File: config.mk
export PLATFORM = sky130hd
export DESIGN_NAME = tv_key_lock_fsm
export DESIGN_NICKNAME = d
export VERILOG_FILES = /design/src/rtl/tv_key_lock_fsm.sv
export SDC_FILE = /design/constraint.sdc
export NUM_CORES = 1
export LEC_CHECK = 0
export ABC_CLOCK_PERIOD_IN_PS = 3700
export CORE_MARGIN = 5
export CORE_UTILIZATION = 35
export DETAILED_ROUTE_END_ITERATION = 7
export SYNTH_ARGS = -nofsm -noshare
export SYNTH_HDL_FRONTEND = slang
export SYNTH_SLANG_ARGS = --single-unit
export TNS_END_PERCENT = 10
File: constraint.sdc
create_clock -name clk -period 3.7 [get_ports clk]
set_input_delay 0.74 -clock clk [delete_from_list [all_inputs] [get_ports clk]]
set_output_delay 0.74 -clock clk [all_outputs]
set_load 0.005 [all_outputs]
File: src/rtl/tv_key_lock_fsm.sv
// Time-varying key lock owning a host FSM's present-state register.
// A rotating key schedule gates nx_state; misses load decoys or lock out.
module tv_key_lock_fsm #(
  parameter int STATE_W = 4,
  parameter int KEY_W = 5,
  parameter int NUM_KEYS = 2,
  parameter int WINDOW = 2,
  parameter logic [NUM_KEYS*KEY_W-1:0] KEYS = 10'h107,
  parameter logic [NUM_KEYS*STATE_W-1:0] DECOYS = 8'h56,
  parameter logic [STATE_W-1:0] RESET_STATE = 4'd1,
  parameter int LOCKOUT_THR = 0,
  parameter logic [STATE_W-1:0] LOCKOUT_STATE = 4'd0,
  localparam int WI_W = (NUM_KEYS > 1) ? $clog2(NUM_KEYS) : 1
) (
  input  logic clk,
  input  logic rst,
  input  logic [KEY_W-1:0] key_i,
  input  logic [STATE_W-1:0] nx_state_i,
  output logic [STATE_W-1:0] pr_state_o,
  output logic [WI_W-1:0] win_idx_o,
  output logic key_ok_o,
  output logic [7:0] err_cnt_o,
  output logic locked_out_o
);

  localparam int SC_W = (WINDOW > 1) ? $clog2(WINDOW) : 1;

  logic [SC_W-1:0] sub_cnt;
  logic [SC_W-1:0] sub_nx;
  logic [WI_W-1:0] win_nx;
  logic bad;
  logic bad_nx;
  logic [KEY_W-1:0] key_sel;
  logic [STATE_W-1:0] decoy;
  logic [STATE_W-1:0] pr_nx;
  logic match;
  logic last;
  logic bad_win;
  logic [7:0] err_inc;
  logic [7:0] err_nx;
  logic lock_nx;

  always_comb begin
    key_sel = KEYS[int'(win_idx_o)*KEY_W +: KEY_W];
    decoy = DECOYS[int'(win_idx_o)*STATE_W +: STATE_W];
    match = (key_i == key_sel);
    last = (sub_cnt == SC_W'(WINDOW - 1));
    bad_win = bad | ~match;
    err_inc = (err_cnt_o == 8'hFF) ? 8'hFF : err_cnt_o + 8'd1;

    sub_nx = sub_cnt + SC_W'(1);
    win_nx = win_idx_o;
    bad_nx = bad_win;
    err_nx = err_cnt_o;
    if (last) begin
      sub_nx = '0;
      bad_nx = 1'b0;
      err_nx = bad_win ? err_inc : 8'd0;
      if (win_idx_o == WI_W'(NUM_KEYS - 1))
        win_nx = '0;
      else
        win_nx = win_idx_o + WI_W'(1);
    end

    // lockout sees the freshly updated count on the window-end edge
    lock_nx = locked_out_o;
    if (LOCKOUT_THR != 0 && last && int'(err_nx) >= LOCKOUT_THR)
      lock_nx = 1'b1;

    if (locked_out_o)
      pr_nx = LOCKOUT_STATE;
    else if (match)
      pr_nx = nx_state_i;
    else
      pr_nx = decoy;
  end

  always_ff @(posedge clk) begin
    if (rst) begin
      sub_cnt <= '0;
      win_idx_o <= '0;
      pr_state_o <= RESET_STATE;
      key_ok_o <= 1'b0;
      err_cnt_o <= 8'd0;
      locked_out_o <= 1'b0;
      bad <= 1'b0;
    end else begin
      sub_cnt <= sub_nx;
      win_idx_o <= win_nx;
      pr_state_o <= pr_nx;
      key_ok_o <= match & ~locked_out_o;
      err_cnt_o <= err_nx;
      locked_out_o <= lock_nx;
      bad <= bad_nx;
    end
  end

endmodule

==> flow_summary.yaml, run 1 <==
run_status:
  status: "complete, no violations"
worst_setup_path:
  critPathArrivalTime_ps: 2580
  cp-start-kind: "primary input"
  cp-end-kind: "flip-flop"
  critPathMaxFanout: 11
  worstSetupPathType: "in2reg"
  required_ps: 3900
grt:
  grt_pass1_wl_um: 3132
  grt_max_degree: 12
  antenna_found_initial: 0
  grt_pass1_vias: 694
  globalRoute.totalOverflow: 0
  track_usage_pct: 12.29
sta:
  hold_violations: 0
  clock_skew_ps: 7.095
  drv_slew: 0
  relSlewSlack_pct: 45.82
  setup_viol: 0
  finalCritPeriodShare_pct: 64.12
  tightest_slew_ps: 812.6
  finalSetupTns_ps: 0
  max_freq_ghz: 0.4215
  worst_slack_ps: 1328
  rsz0062_at_grt: "no"
  period_minus_slack_ps: 2372
die:
  dieArea_sq_um: 3115
  row_count: 16
  die_y_um: 55.81
  die_w_um: 55.81
  num_io_pins: 26
  coreArea_sq_um: 1982
  initial_utilization_pct: 37.06
synthesis:
  ys_types: 36
  yosysTopAreaCell: "dfxtp_1"
  synth_area_leaders: "dfxtp_1 44%, nor2_1 5.6%, a31oi_1 3.4%"
  synthesis.nets: 98
  synth_top_area_share_pct: 43.61
  syn_inst: 86
  yosysSeqAreaShare_pct: 43.61
  synth_ff_type: "dfxtp_1"
  synthesis.area_sq_um: 734.5
  synthTopCellsByCount: "16 x dfxtp_1, 11 x nor2_1, 5 x nand2_1"
  synth_edf_count: 0
  yosys.cell_count.top_type: "dfxtp_1"
  async_reset_ff_share_pct: 0
  synth-seq-cells: 16
  syn_area_per_cell_sq_um: 8.540
  yosys_warnings: 0
final_layout:
  layout.area.seq_sq_um: 320.3
  nNetsFinal: 124
  drive_above_1_share_pct: 7.207
  final_cell_area_sq_um: 1028
  multi_input_area_sq_um: 379.1
  num-fill-cells: 197
  syn_to_final_growth_pct: 40.03
  n_antenna_cell: 0
clocking:
  numCtsBuffers: 3
  h-tree-depth: 1
  postCtsHoldBufs: 0
  cts_setup_buffers: 0
  cts_resized: 0
  root_buffer: "clkbuf_4"
  clk-insertion-delay-late_ps: 290
  cts_buffer_depth: 2
  clock_sinks: 16
  cts_tree: "built"
  path_clk_slew_ps: 100
power:
  power_leakage_nw: 0.3409
  vdd.ir_drop.worst_mv: 0.2597
  power_density_nw_per_um2: 339.2
  power_w: 0.0003489
placement:
  io_buffer_count: 24
  dp_slack_ps: 1066
  gp_congestion: 0.8219
  hpwl_um: 1309
  place_area_sq_um: 992.2
hold_path:
  min_path_type: "reg2reg"
route:
  num_vias: 721
  route.detailed.drc: 0
  drt_first_pass_iters: 4
  routed_wl_um: 1772
  drtIter0Drc: 18
  ant_nets: 0
  wire_per_inst_um: 12.84
  viasPerCell: 5.225
job:
  cap_violations: 0
[cells by family (layout without fill, tap and decap cells)]
logic type | count (synthesis) | in the layout | share of synthesized area [%]
other | 1 | 1 | 0.5106
AO/OA/AOI/OAI | 23 | 23 | 21.81
XOR/XNOR | 1 | 1 | 1.193
adder cells (fa/ha/maj) | 1 | 1 | 1.703
flip-flops | 16 | 16 | 43.61
AND/OR/NAND/NOR | 36 | 36 | 26.41
buffers and inverters | 8 | 33 | 4.768
[per-layer routing]
layer / up-vias / GRT usage (%) / share of wire [%]
li1: 363 / - / -
met1: 324 / 15.90 / 49
met2: 30 / 18.75 / 43
met3: 4 / 5.568 / 6.3
met4: 0 / 2.712 / 1.5
met5: - / 0 / 0
[per-stage QoR]
step	cells	util (%)	hold slack (ps)
after floorplan	86	-	483.9
after global placement	134	50.06	500.2
after detailed placement	134	50.06	510.8
after CTS	138	51.89	526.3
after global routing	138	51.89	582.7
final	138	51.89	525.7
[layout make-up]
type                    count  area share (%)
inverters                   5           1.825
multi-input cells          62           36.86
repair buffers             24           23.36
flip-flops and latches     16           31.14
well taps                  27           3.285
clock buffers               4           3.528
[state kept, by name, indices dropped and copies added, names as in the netlist]
name	cells
pr_state_o	4
bad	1
key_ok_o	1
last	1
win_idx_o	1
err_cnt_o	8
[cell usage in the layout (no fill, tap or decap), drive strengths merged, types with 2 or more instances in the layout]
cell           instances
nor2                  11
a22oi                  2
dfxtp                 16
a21oi                  3
nor3                   4
and2                   2
clkdlybuf4s50         24
o22ai                  3
inv                    4
nor3b                  3
o21ai                  3
nand3                  3
nand2                  5
o211ai                 3
a31oi                  4
clkbuf                 4
or2                    2
[worst max-delay path, cell delays in order]
cell	delay (ps)
clkdlybuf4s50_1	570
nor4bb_1	80
a22oi_1	670
nand2_1	280
o21ai_0	240
[worst paths after layout]
path	start	end	slack (ps)	cells after the start
worst min-delay path	err_cnt_o[3]	err_cnt_o[3]	530	2
worst max-delay path	key_i[4]	err_cnt_o[1]	1330	5
worst max register to register	win_idx_o	err_cnt_o[1]	1840	4
worst min register to register	err_cnt_o[3]	err_cnt_o[3]	530	2
[power by group]
group	total [W]	internal [W]	switching [W]
logic	0.0000485	0.0000299	0.0000186
registers	0.000186	0.000180	0.00000617
clock network	0.000114	0.0000599	0.0000545
(Power assumes the default switching activity.)
==> run 2, diff against run 1 <==
Settings changed: ABC_CLOCK_PERIOD_IN_PS 3700 to 2200.
Clock period 3.7 ns to 2.2 ns, I/O delays scaled along.
==> run 2 against run 1 <==
Compared with the run above:
- combinational power rose by 79%
- cell area rose by 2.2%
- die area did not move
- sequential share of layout area fell by 0.67 points
- critical path depth did not move
- first-iteration DRC count fell by 11%
- cell count rose by 2.2%
- via count rose by 0.69%
- clock skew fell by 5.6 ps
- worst setup slack got worse by 1200 ps
- sequential power rose by 68%
==> flow_summary.yaml, run 2 (synthesis results as in run 1) <==
power:
  switching_share_pct: 22.77
  p_seq_share_pct: 52.9
  power_density_nw_per_um2: 563.4
  power.switching_w: 0.0001348
  vdd.ir_drop.worst_mv: 0.4314
  clockPowerShare_pct: 32.5
  p_int_w: 0.0004573
  power_leakage_nw: 0.3557
  p_comb_share_pct: 14.6
final_layout:
  n_antenna_cell: 0
  stdcell_count: 141
  top_regs: "err_cnt_o x8, pr_state_o x4"
  drive_above_1_share_pct: 9.649
  syn_to_final_growth_pct: 43.10
  largest_reg_flops: 8
  nNetsFinal: 127
  layout_commonest_cell: "clkdlybuf4s50_1"
  regMostFlops: "err_cnt_o"
  final_cell_mix: "24 x clkdlybuf4s50_1, 16 x dfxtp_1, 11 x nor2_1, 5 x nand2_1"
die:
  num_io_pins: 26
  coreArea_sq_um: 1982
  die_w_um: 55.81
  dieArea_sq_um: 3115
  die_y_um: 55.81
  row_count: 16
  initial_utilization_pct: 37.06
worst_setup_path:
  worstSetupPathType: "in2reg"
  critPathArrivalTime_ps: 2240
  cp.buffers_inverters: 1
  r2r_setup_slack_ps: 380
  ff2ff_path_depth: 4
  critPathMaxStageDelay_ps: 590
  crit_family: "compound AO/OA/AOI/OAI gates"
  r2r-end: "err_cnt_o[5]"
  cp_cell_sequence: "clkdlybuf4s50_1 > and3b_1 > a22oi_1 > nand2_1 > o211ai_1"
  critPathMaxFanout: 11
  cp-end-kind: "flip-flop"
  required_ps: 2420
  rr_startpoint: "win_idx_o"
  cp-start-kind: "primary input"
  critPathSlowestCell: "a22oi_1"
clocking:
  root_buffer: "clkbuf_4"
  cts_buffer_depth: 2
  clock_sinks: 16
  clk-insertion-delay-late_ps: 290
  postCtsHoldBufs: 0
  cts_resized: 0
  h-tree-depth: 1
  cts_tree: "built"
  path_clk_slew_ps: 90
  cts_setup_buffers: 0
  numCtsBuffers: 3
job:
  cap_violations: 0
route:
  drt_first_pass_iters: 4
  route.detailed.drc: 0
  wire_per_inst_um: 12.62
  drtIter0Drc: 16
  routed_wl_um: 1779
  viasPerCell: 5.149
  ant_nets: 0
  num_vias: 726
placement:
  gp_congestion: 0.8090
  dp.cells: 137
  hpwl_um: 1391
  io_buffer_count: 24
sta:
  period_minus_slack_ps: 2023
  finalCritPeriodShare_pct: 91.97
  rsz0062_at_grt: "no"
  hold_violations: 0
  clock_skew_ps: 1.542
  drv_slew: 0
  finalSetupTns_ps: 0
  tightest_slew_ps: 744.1
  max_freq_ghz: 0.4942
  setup_viol: 0
  relSlewSlack_pct: 50.39
hold_path:
  min_path_type: "reg2reg"
  min_path_cells: 2
  holdPathEnd: "err_cnt_o[1]"
  min-delay-start: "err_cnt_o[1]"
grt:
  antenna_found_initial: 0
  grt_max_degree: 12
  globalRoute.totalOverflow: 0
  grt_pass1_wl_um: 2994
  grt_pass1_vias: 702
  track_usage_pct: 12.53
run_status:
  status: "complete, no violations"
[run 2: area by class of cell]
cell class	instances	area [sq um]
Fill cell	181	930.9
Tap cell	27	33.78
Multi-Input combinational cell	62	379.1
Clock buffer	4	36.28
Inverter	5	18.77
Timing Repair Buffer	27	262.8
Sequential cell	16	320.3
[run 2: power groups by stage]
stage	clock network [W]	registers, W	logic, W
2_1_floorplan	0	0.000319	0.0000355
3_3_place_gp	0	0.000319	0.0000862
3_5_place_dp	0	0.000320	0.0000871
4_1_cts	0.000200	0.000313	0.0000876
5_1_grt	0.000210	0.000315	0.0000953
6_report	0.000192	0.000313	0.0000867
[run 2: through the flow]
stage / total power [W] / cell area, sq um / util (%) / hold WS (ps) / worst slack [ps]
final: 0.0005921 / 1051 / 53.03 / 516.4 / 176.6
after global placement: 0.0004056 / 1015 / 51.20 / 497.7 / -83.16
after CTS: 0.0006007 / 1051 / 53.03 / 520.5 / 178.7
after global routing: 0.0006203 / 1051 / 53.03 / 559.3 / 17.88
after detailed placement: 0.0004069 / 1015 / 51.20 / 507.6 / -129.1
after floorplan: 0.0003544 / 734.5 / - / 483.9 / 808.1
[run 2: worst max path at each step]
stage	cells past startpoint	end	startpoint	slack (ps)
floorplan	4	pr_state_o[0]	key_i[2]	810
global placement	5	err_cnt_o[2]	key_i[2]	-80
detailed placement	5	err_cnt_o[5]	key_i[2]	-130
CTS	5	err_cnt_o[5]	key_i[2]	180
global route	5	err_cnt_o[1]	key_i[2]	20
finish	5	err_cnt_o[5]	key_i[2]	180
[run 2: worst min-delay path: stages (launching register included)]
cell	delay, ps
dfxtp_1	350
nand2_1	60
o21ai_0	60
[run 2: routing by layer]
metal  vias up  GRT usage [%]  routed length, um
li1        371              -                  -
met1       332          13.11                812
met2        19          19.93                831
met3         4          5.336                 97
met4         0          9.153                 38
met5         -              0                  0
==> run 3, diff against run 2 <==
Settings changed: CAP_MARGIN set to 0, CTS_CLUSTER_DIAMETER set to 100.
==> results of run 3 <==
Same layout as run 2: the final DEF is identical, and so are final timing and power.
